## config.mk

```make
export PLATFORM = sky130hd
export DESIGN_NAME = btb_update_ctrl
export DESIGN_NICKNAME = d
export VERILOG_FILES = /design/src/rtl/btb_pkg.sv /design/src/rtl/btb_upd_fifo.sv /design/src/rtl/btb_update_ctrl.sv
export SDC_FILE = /design/constraint.sdc
export NUM_CORES = 1
export LEC_CHECK = 0
export ABC_AREA = 0
export CORE_ASPECT_RATIO = 0.9
export CORE_MARGIN = 5
export CORE_UTILIZATION = 54
export DETAILED_ROUTE_END_ITERATION = 6
export GPL_ROUTABILITY_DRIVEN = 0
export HOLD_SLACK_MARGIN = 0.15
export MAX_ROUTING_LAYER = met4
export PLACE_DENSITY = 0.84
export SKIP_LAST_GASP = 1
export SYNTH_ARGS = -nofsm -noshare
export SYNTH_HDL_FRONTEND = slang
export SYNTH_SLANG_ARGS = --single-unit
```

## constraint.sdc

```tcl
create_clock -name clk -period 4.4 [get_ports clk]
set_input_delay 0.88 -clock clk [delete_from_list [all_inputs] [get_ports clk]]
set_output_delay 0.88 -clock clk [all_outputs]
set_load 0.1 [all_outputs]
```

## src/rtl/btb_pkg.sv

```systemverilog
// rtl/btb_pkg.sv - shared types and sizes for the BTB update controller
package btb_pkg;

  localparam int BTB_ENTRIES = 8;
  localparam int BTB_IDX_W   = 3;

  typedef struct packed {
    logic [31:0] pc;
    logic [31:0] target;
    logic        taken;
  } btb_upd_t;

  typedef enum logic {
    RUN   = 1'b0,
    INVAL = 1'b1
  } btb_state_e;

endpackage

```

## src/rtl/btb_upd_fifo.sv

```systemverilog
// rtl/btb_upd_fifo.sv - circular FIFO of resolved-branch updates with flush
// Optional BTBUPD_COALESCE_EN adds an in-place overwrite of the newest entry.
module btb_upd_fifo
  import btb_pkg::*;
#(
  parameter int DEPTH = 4,
  localparam int PTR_W = $clog2(DEPTH),
  localparam int CNT_W = PTR_W + 1
) (
  input  logic             clk,
  input  logic             rst_n,
  input  logic             push_i,
  input  btb_upd_t         push_data_i,
  input  logic             pop_i,
  input  logic             flush_i,
`ifdef BTBUPD_COALESCE_EN
  input  logic             ovr_i,
  output btb_upd_t         last_o,
`endif
  output logic [CNT_W-1:0] count_o,
  output logic             full_o,
  output logic             empty_o,
  output btb_upd_t         head_o
);

  localparam logic [PTR_W-1:0] PTR_ONE = PTR_W'(1);
  localparam logic [CNT_W-1:0] CNT_DEPTH = CNT_W'(DEPTH);

  btb_upd_t         mem_q [DEPTH];
  logic [PTR_W-1:0] wr_ptr_q, wr_ptr_d;
  logic [PTR_W-1:0] rd_ptr_q, rd_ptr_d;
  logic [CNT_W-1:0] count_q, count_d;
  logic             do_push, do_pop;

  assign full_o  = (count_q == CNT_DEPTH);
  assign empty_o = (count_q == '0);
  assign count_o = count_q;
  assign head_o  = empty_o ? '0 : mem_q[rd_ptr_q];

`ifdef BTBUPD_COALESCE_EN
  assign last_o = mem_q[wr_ptr_q - PTR_ONE];
`endif

  assign do_push = push_i && !full_o && !flush_i;
  assign do_pop  = pop_i && !empty_o && !flush_i;

  always_comb begin
    wr_ptr_d = wr_ptr_q;
    rd_ptr_d = rd_ptr_q;
    count_d  = count_q;
    if (flush_i) begin
      wr_ptr_d = '0;
      rd_ptr_d = '0;
      count_d  = '0;
    end else begin
      if (do_push) wr_ptr_d = wr_ptr_q + PTR_ONE;
      if (do_pop)  rd_ptr_d = rd_ptr_q + PTR_ONE;
      count_d = count_q + CNT_W'(do_push) - CNT_W'(do_pop);
    end
  end

  always_ff @(posedge clk) begin
    if (!rst_n) begin
      wr_ptr_q <= '0;
      rd_ptr_q <= '0;
      count_q  <= '0;
    end else begin
      wr_ptr_q <= wr_ptr_d;
      rd_ptr_q <= rd_ptr_d;
      count_q  <= count_d;
    end
  end

  // Storage needs no reset: head_o is masked while the queue is empty.
  always_ff @(posedge clk) begin
    if (do_push) mem_q[wr_ptr_q] <= push_data_i;
`ifdef BTBUPD_COALESCE_EN
    if (ovr_i && !flush_i) begin
      mem_q[wr_ptr_q - PTR_ONE].target <= push_data_i.target;
      mem_q[wr_ptr_q - PTR_ONE].taken  <= push_data_i.taken;
    end
`endif
  end

endmodule

```

## src/rtl/btb_update_ctrl.sv

```systemverilog
// rtl/btb_update_ctrl.sv - sequences BTB updates and the invalidate walk
// Optional BTBUPD_COALESCE_EN merges a push into the newest queued entry with the same PC.
module btb_update_ctrl
  import btb_pkg::*;
#(
  parameter int DEPTH   = 4,
  parameter int ENTRIES = BTB_ENTRIES,
  localparam int IDX_W  = $clog2(ENTRIES),
  localparam int CNT_W  = $clog2(DEPTH) + 1
) (
  input  logic             clk,
  input  logic             rst_n,
  input  logic             memory_stall,
  input  logic             res_valid,
  input  logic [31:0]      res_pc,
  input  logic [31:0]      res_target,
  input  logic             res_taken,
  output logic             res_ready,
  output logic             drop,
  output logic             upd_valid,
  output logic [31:0]      upd_pc,
  output logic [31:0]      upd_target,
  output logic             upd_taken,
  input  logic             upd_ready,
  input  logic             inval_req,
  output logic             inval_busy,
  output logic             inv_we,
  output logic [IDX_W-1:0] inv_idx
);

  localparam logic [IDX_W-1:0] IDX_LAST = IDX_W'(ENTRIES - 1);
  localparam logic [IDX_W-1:0] IDX_ONE  = IDX_W'(1);

  btb_state_e       state_q, state_d;
  logic [IDX_W-1:0] idx_q, idx_d;
  logic             drop_q, drop_d;

  logic             inval_accept;
  logic             push_en;
  logic             fifo_push;
  logic             fifo_pop;
  logic             fifo_full;
  logic             fifo_empty;
  logic [CNT_W-1:0] fifo_count;
  btb_upd_t         res_entry;
  btb_upd_t         head;

  assign res_entry = '{pc: res_pc, target: res_target, taken: res_taken};

  assign inval_accept = (state_q == RUN) && inval_req;

  assign upd_valid  = (state_q == RUN) && !fifo_empty && !memory_stall;
  assign fifo_pop   = upd_valid && upd_ready;
  assign upd_pc     = head.pc;
  assign upd_target = head.target;
  assign upd_taken  = head.taken;

`ifdef BTBUPD_COALESCE_EN
  btb_upd_t last;
  logic     coalesce_hit;

  // The newest entry is also the head only when one entry is queued.
  assign coalesce_hit = (state_q == RUN) && !fifo_empty && (last.pc == res_pc)
                     && !(fifo_pop && (fifo_count == CNT_W'(1)));
  assign res_ready    = ((state_q == RUN) && !fifo_full) || coalesce_hit;
  assign push_en      = res_valid && res_ready && !inval_accept;
  assign fifo_push    = push_en && !coalesce_hit;
`else
  assign res_ready = (state_q == RUN) && !fifo_full;
  assign push_en   = res_valid && res_ready && !inval_accept;
  assign fifo_push = push_en;
`endif

  assign drop_d = res_valid && !res_ready && !inval_req;
  assign drop   = drop_q;

  btb_upd_fifo #(
    .DEPTH(DEPTH)
  ) u_fifo (
    .clk         (clk),
    .rst_n       (rst_n),
    .push_i      (fifo_push),
    .push_data_i (res_entry),
    .pop_i       (fifo_pop),
    .flush_i     (inval_accept),
`ifdef BTBUPD_COALESCE_EN
    .ovr_i       (push_en && coalesce_hit),
    .last_o      (last),
`endif
    .count_o     (fifo_count),
    .full_o      (fifo_full),
    .empty_o     (fifo_empty),
    .head_o      (head)
  );

  always_comb begin
    state_d    = state_q;
    idx_d      = idx_q;
    inv_we     = 1'b0;
    inv_idx    = idx_q;
    inval_busy = (state_q == INVAL);
    case (state_q)
      RUN: begin
        if (inval_req) state_d = INVAL;
      end
      INVAL: begin
        if (!memory_stall) begin
          inv_we = 1'b1;
          if (idx_q == IDX_LAST) begin
            idx_d   = '0;
            state_d = RUN;
          end else begin
            idx_d = idx_q + IDX_ONE;
          end
        end
      end
      default: state_d = RUN;
    endcase
  end

  always_ff @(posedge clk) begin
    if (!rst_n) begin
      state_q <= RUN;
      idx_q   <= '0;
      drop_q  <= 1'b0;
    end else begin
      state_q <= state_d;
      idx_q   <= idx_d;
      drop_q  <= drop_d;
    end
  end

endmodule

```

== After elaboration in Yosys (flattened, before gate mapping) ==
Memory sizes are Yosys's and may differ from the RTL's. A register that Yosys moved wholly into a read port is not among the register bits.
Cells that the tools add are included.
Operators by class
  add/sub/neg operators: 5
  bitwise operators: 3
  reduce and logical (&&, ||, !) cells: 22
  mux-type cells: 12
  equal/unequal tests: 2
Operator list (count)
  65-bit 2-to-1 mux: 1
  1-bit logical AND: 13
  1-bit 2-to-1 mux: 7
  3-bit equality test, second input constant: 2
  1-bit zero test: 6
  2-bit by 1-bit adder with 2-bit output, second input constant: 2
  2-bit 2-to-1 mux: 2
  3-bit by 1-bit adder with 3-bit output: 1
  3-bit by 1-bit adder with 3-bit output, second input constant: 1
  3-bit zero test: 1
  3-bit 2-to-1 mux: 1
  1-bit inverter: 3
  3-bit by 1-bit subtractor with 3-bit output: 1
  1-bit case mux with 2 select lines: 1
  2-bit AND reduction: 1
  2-bit OR reduction: 1
Storage, ports and cells
  logic and storage cells: 51
  bits in writable memories: 260
  memories kept: 1
  flip-flop bits (word level): 12
  output and inout bits: 73
Memory list
  u_fifo.mem_q: words 4, width 65, read ports 1, clocked after Yosys merged registers in 1, wr ports 1, RTL line btb_upd_fifo.sv:29  | btb_upd_t mem_q [DEPTH];

== Depth between registers and ports, before layout ==
Gate-level depths: netlist (run 1).
  depth in word-level cells: 9
  mapped depth: 10

== By module ==
From an unflattened synthesis (run 1), not the netlist that was laid out.
Unflattened totals
  cell total of the unflattened synthesis: 489
  area, all modules: 10565.1 um^2
By module, submodules not included
  btb_upd_fifo: sequential area each 7987.7 um^2, cells each 464, instances 1, area each 10307.4 um^2
  btb_update_ctrl: sequential area each 100.1 um^2, cells each 25, instances 1, area each 257.7 um^2

== Worst setup path before layout (run 1) ==
No wires, ideal clock.
  path kind: register to output
  start: reg state_q (netlist: inval_busy)
  end: out upd_valid
  arrival: 2.998 ns
  path slack: 0.522 ns
  cell stages (with the launch flop): 3
  cell sequence: dfxtp_1 -> buf_6 -> nor3_1
On the way
  word-level cells in the longest chain between the ends: 3
RTL lines
  from (decl): RTL line btb_update_ctrl.sv:34  | btb_state_e state_q, state_d;
  from (signal assigned): RTL line btb_update_ctrl.sv:127  | state_q <= state_d;
  1-bit inverter
  1-bit logical AND (2 in series): RTL line btb_update_ctrl.sv:52  | assign upd_valid = (state_q == RUN) && !fifo_empty && !memory_stall;
  to (decl): RTL line btb_update_ctrl.sv:20  | output logic upd_valid,
No other way between the ends.

==> results.cfg, run 1 <==
[status]
status = complete, no violations

[hold_path]
worstHoldStart = u_fifo.rd_ptr_q[1]$_SDFFE_PP0P_
hp-class = flop to flop

[timing]
post-route-period-util_pct = 80.4
rsz0062_at_grt = no
worst_slew_pin_slew_ns = 0.971
fin_ws_ns = 0.860
drv_slew = 0
fmax_mhz = 283
hold_viol = 0
timing.slew.headroom_pct = 35.1
finClkSkew_ns = 0.0138
finalSetupViolations = 0
fin_setup_tns_ns = 0
final.min_clock_period_ns = 3.54

[clocking]
cts_buffer_depth = 3
cts_resized = 0
cts_tree = yes
cts.sinks = 274
cts_hold_buf = 0
cts_max_level = 1
worstSkewPairLatency_ns = 0.53
clk_pin_slew_ns = 0.06
post-cts-setup-buffers = 0
cts_buffers = 27
root_buffer = clkbuf_16

[grt]
grt.total_usage_pct = 19.7
groute.layer.met2.usage_pct = 31.9
gr-total-overflow = 0
busiest_layer = met2
grt_first_pass_wirelength_um = 32400
globalRouteMet3Util_pct = 3.41
grtUsageMet1_pct = 27.5
grt_max_degree = 66
first_global_vias = 5550
antenna_found_initial = 0

[synth]
yosysWarnings = 0
syn-cell-area_um2 = 10500
muxShareOfSynthArea_pct = 14.2
synth_xor_area_share_pct = 0.167
ys_top_cells_by_area = edfxtp_1 74%, mux4_2 14%, nor2b_1 4.0%
ys_seq_area_share_pct = 77.0
synth_top_area_cell = edfxtp_1
synthesis.nets = 569
yosys.area_share.simple_pct = 5.37
synth_top_area_share_pct = 74.3
netlist_instances = 489
synth_top_family_by_area = multiplexers
synth-compound-area-share_pct = 0.834
synthAdderAreaFrac_pct = 1.14
synth_cell_type_count = 29
synth-seq-cells = 274
avgSynthCellArea_um2 = 21.5

[routing]
routedWlPerCell_um = 23.0
vias_per_cell = 5.67
vias = 5226
totalWireLength_um = 21200
drc_errors = 0
drtIter0Drc = 398
dr.pass1.iters = 5
antenna_left = 0

[setup_path]
crit_fanout = 37
crit_path_cell_trace = buf_12 > mux4_2 > nor2b_1 > buf_4
crit_arrival_ns = 2.66
cp-end-kind = primary output
slowest_delay_ns = 0.74
slowest_stage = dfxtp_4
setup.worst_path.class = flop to primary output
critical_path_required_ns = 3.52
reg2reg_from = inval_busy$_SDFF_PN0_
critPathLaunchType = flop

[floorplan]
die_h_um = 142
core.rowCount = 48
die_x_um = 157
die_area_um2 = 22400
io_pins = 144
core_um2 = 19200
start_util_pct = 54.8

[pwr]
power.density_nw_per_um2 = 436
p_leak_nw = 4.24
irDropWorstVdd_uv = 455

[job]
cap_violations = 0

[cells_and_area]
register_area_um2 = 8100
areaGrowthSynthToFinish_pct = 23.8
multiInputGateArea_um2 = 2300
num-nets-final = 730
n_fill_cell = 1188
n_antenna_cell = 0
drive_above_1_share_pct = 28.9

[placement]
hpwl_um = 13200
place_ws_ns = 0.852
port_buffers = 143
[critical path: cells and delay by family (launching register included)]
family        cells  cell delay, ns
flops             1            0.74
buf+inv           2            0.63
mux               1            0.59
simple gates      1            0.16
[power breakdown]
group / switching, mW / internal [mW]
Clock: 0.925 / 1.30
Sequential: 0.0145 / 2.89
Combinational: 0.389 / 0.155
[layout by cell type, fill, tap and decap left out, types with 2 or more instances in the layout]
cell	count
clkbuf_1	2
or3_1	2
mux2i_1	3
mux4_2	65
dfxtp_4	2
inv_1	9
clkinvlp_4	2
clkbuf_16	27
buf_12	4
and2_1	2
ha_1	8
a21oi_1	5
and2_4	4
o21ai_0	5
o211ai_1	2
edfxtp_1	260
xnor2_1	2
clkdlybuf4s50_1	76
bufinv_16	3
clkinv_2	8
a21boi_0	2
clkinv_1	7
dfxtp_1	12
nor2_1	5
nor2b_1	68
buf_4	75
[flip-flops by register name, indices dropped and copies added (netlist names), named ones only]
name             count
inv_idx              3
u_fifo.wr_ptr_q      2
u_fifo.rd_ptr_q      2
drop                 1
inval_busy           1
u_fifo.count_o       3
u_fifo.mem_q       260
[metrics by stage]
stage / hold WS [ns] / cell area, µm² / util [%] / std cells / power, mW
floorplan: 0.453 / 10500 / - / 489 / 3.32
global placement: 0.460 / 12100 / 63.4 / 871 / 3.49
detailed placement: 0.474 / 12100 / 63.4 / 871 / 3.51
CTS: 0.484 / 13000 / 67.9 / 921 / 5.72
global route: 0.520 / 13000 / 67.9 / 921 / 5.85
finish: 0.478 / 13000 / 67.9 / 921 / 5.67
[worst paths after layout]
| kind | slack [ns] | to | depth (start not counted) |
|---|---|---|---|
| min | 0.48 | flop | 2 |
| max reg2reg | 1.89 | u_fifo.mem_q[1][46]$_DFFE_PP_ | 4 |
| max | 0.86 | upd_target[12] | 4 |
| min reg2reg | 0.48 | flop | 2 |
[layer usage]
layer	part of all wire, %	vias to the layer above	wire [µm]
met3	7.2	30	1520
li1	-	2286	-
met4	1.5	0	317
met1	41	2700	8710
met2	50	210	10700
met5	0	-	0
[cells in the mapped netlist]
library cell and count:
ha_1 8, nand3b_1 1, buf_6 1, dfxtp_1 14
o21ai_0 5, o211ai_1 2, nor3_2 1, buf_1 2
a21oi_1 5, nor4bb_1 1, and2_1 6, mux2i_1 3
or4_1 1, edfxtp_1 260, nor2_1 5, nor3_1 1
inv_1 9, fa_1 1, xnor2_1 2, mux4_2 65
buf_2 7, o31ai_1 1, or3_1 2, nor3b_1 1
or3b_2 1, a21boi_0 2, nor2b_1 68, clkbuf_1 13
or4b_4 1
[cells by family (layout without fill, tap and decap cells)]
logic type	Yosys count	in the layout
AOI/OAI and AO/OA	15	15
xor gates and xnor gates	2	2
adders and majority gates	9	9
buffers and inverters	32	214
DFF	274	274
muxes	68	68
and+or+nand+nor	89	89
[layout make-up]
type                       count  share of cell area [%]
sequential                   274                    62.2
timing repair buffer         155                    10.8
clock inverter                21                    1.39
tap                          250                    2.40
multi-input combinational    183                    17.7
inverter                       9                   0.260
clock buffer                  29                    5.25
No activity file was read; power rests on OpenSTA's default activity.
==> run 2, diff against run 1 <==
CORE_UTILIZATION = 49   (was 54)
PLACE_DENSITY = 0.8   (was 0.84)
clock period = 3.1 ns   (was 4.4 ns; I/O delays follow)
==> run 2 against run 1 <==
  * Sequential power up 42%
  * Highest routed layer unchanged
  * Non-clock buffer count is 21 higher
  * Register-to-register slack worse by 1.2 ns
  * First-iteration DRC count down 0.25%
  * Final cell count increased by 6.1%
  * Final area increased by 9.9%
  * Via count grew 1.6%
  * Clock skew increased by 0.0049 ns
  * Critical endpoint is now upd_target[5]
  * Largest cell class unchanged
  * Worst hold slack improved by 0.032 ns
==> results.cfg, run 2 (same netlist as run 1, synthesis figures left out) <==
[routing]
dr.pass1.iters = 5
totalWireLength_um = 21500
drtIter0Drc = 397
vias = 5312
vias_per_cell = 5.44
antenna_left = 0
routedWlPerCell_um = 22.1
drc_errors = 0

[cells_and_area]
largest_register_ff_count = 260
top_register = u_fifo.mem_q
layout_common_cells = 260 x edfxtp_1, 78 x buf_12, 70 x clkdlybuf4s50_1, 65 x mux4_2, 50 x nor2b_2
final_common_cell = edfxtp_1
register_area_um2 = 8100
n_fill_cell = 1276
areaGrowthSynthToFinish_pct = 36.1
num-nets-final = 751
n_antenna_cell = 0
drive_above_1_share_pct = 39.2
multiInputGateArea_um2 = 2430

[grt]
grt_first_pass_wirelength_um = 33100
antenna_found_initial = 0
grt.total_usage_pct = 18.3
grt_max_degree = 46
first_global_vias = 5565
gr-total-overflow = 0

[status]
status = complete, no violations

[clocking]
cts_tree = yes
cts.sinks = 274
cts_hold_buf = 0
clk_pin_slew_ns = 0.06
root_buffer = clkbuf_16
cts_buffers = 27
cts_buffer_depth = 3
worstSkewPairLatency_ns = 0.52
cts_max_level = 1

[setup_path]
critPathLaunchType = flop
crit_fanout = 27
r2r_slack_ns = 0.73
worstRegToRegCells = 9
crit_arrival_ns = 2.27
cp-end-kind = primary output
setup.worst_path.class = flop to primary output
critical_path_required_ns = 2.48

[floorplan]
die_x_um = 164
io_pins = 144
core_um2 = 21000
die_h_um = 149
start_util_pct = 50.1
die_area_um2 = 24500
core.rowCount = 50

[timing]
final.min_clock_period_ns = 2.89
finClkSkew_ns = 0.0187
hold_slack_ns = 0.510
worst_slew_pin_slew_ns = 0.572
fin_setup_tns_ns = 0
drv_slew = 0
timing.slew.headroom_pct = 61.8
hold_viol = 0
fmax_mhz = 347
post-route-period-util_pct = 93.1
rsz0062_at_grt = no
finalSetupViolations = 0

[placement]
hpwl_um = 13900
port_buffers = 143

[pwr]
irDropWorstVdd_uv = 445
power.density_nw_per_um2 = 585
p_leak_nw = 4.65

[hold_path]
hp-class = flop to flop
holdPathStages = 2

[job]
cap_violations = 0
## run 2: changes by cell type in the layout (fill, tap and decap cells not counted), moves of 3 or more
cell / before / now
clkinv_2: 8 / 5
clkinv_1: 7 / 4
clkbuf_1: 2 / 5
nor2b_1: 68 / 18
nor2b_2: 0 / 50
clkdlybuf4s50_1: 76 / 70
buf_4: 75 / 28
buf_12: 4 / 78
## run 2: per-layer routing
| metal | routed length [µm] | global-route usage (%) | vias to the layer above |
|---|---|---|---|
| met2 | 11200 | 30.3 | 204 |
| met5 | 0 | - | - |
| met4 | 517 | 4.82 | 0 |
| met3 | 1180 | 2.93 | 36 |
| li1 | - | - | 2334 |
| met1 | 8650 | 24.1 | 2738 |
## run 2: final cells by class
cell class / count / share of cell area (%)
sequential: 274 / 56.6
timing repair buffer: 176 / 17.3
multi-input combinational: 183 / 17.0
clock buffer: 32 / 4.86
tap: 286 / 2.50
clock inverter: 17 / 1.51
inverter: 9 / 0.236
## run 2: worst paths after layout
path	from	to
max	flop	upd_target[5]
min	u_fifo.rd_ptr_q[1]$_SDFFE_PP0P_	flop
max reg2reg	inval_busy$_SDFF_PN0_	u_fifo.count_o[2]$_SDFF_PP0_
min reg2reg	u_fifo.rd_ptr_q[1]$_SDFFE_PP0P_	flop
## run 2: per-stage QoR
step | setup slack (ns) | util [%] | power [mW] | cell area [µm²] | std cells
detailed placement | 0.0765 | 63.5 | 5.15 | 13300 | 918
CTS | 0.0390 | 67.9 | 8.46 | 14200 | 967
finish | 0.215 | 68.2 | 8.37 | 14300 | 977
global placement | 0.124 | 63.5 | 5.13 | 13300 | 918
floorplan | 0.165 | - | 4.73 | 10600 | 489
global route | 0.113 | 68.2 | 8.65 | 14300 | 977
## run 2: critical path, cell delays in order (launching register included)
cell	delay, ns
dfxtp_4	0.62
buf_4	0.35
mux4_2	0.38
nor2b_2	0.19
buf_12	0.18
## run 2: report_power, final
| group | switching (mW) | leakage [nW] | total (mW) | internal, mW |
|---|---|---|---|---|
| registers | 0.0194 | 2.47 | 4.12 | 4.10 |
| logic | 0.585 | 1.74 | 0.942 | 0.357 |
| clock network | 1.29 | 0.448 | 3.31 | 2.02 |
| total | 1.89 | 4.65 | 8.37 | 6.48 |
## run 2: what timing repair did
action                     4_1_cts  5_1_grt
gates resized for setup          0        0
buffers inserted                 0       10
setup endpoints to repair        0        8
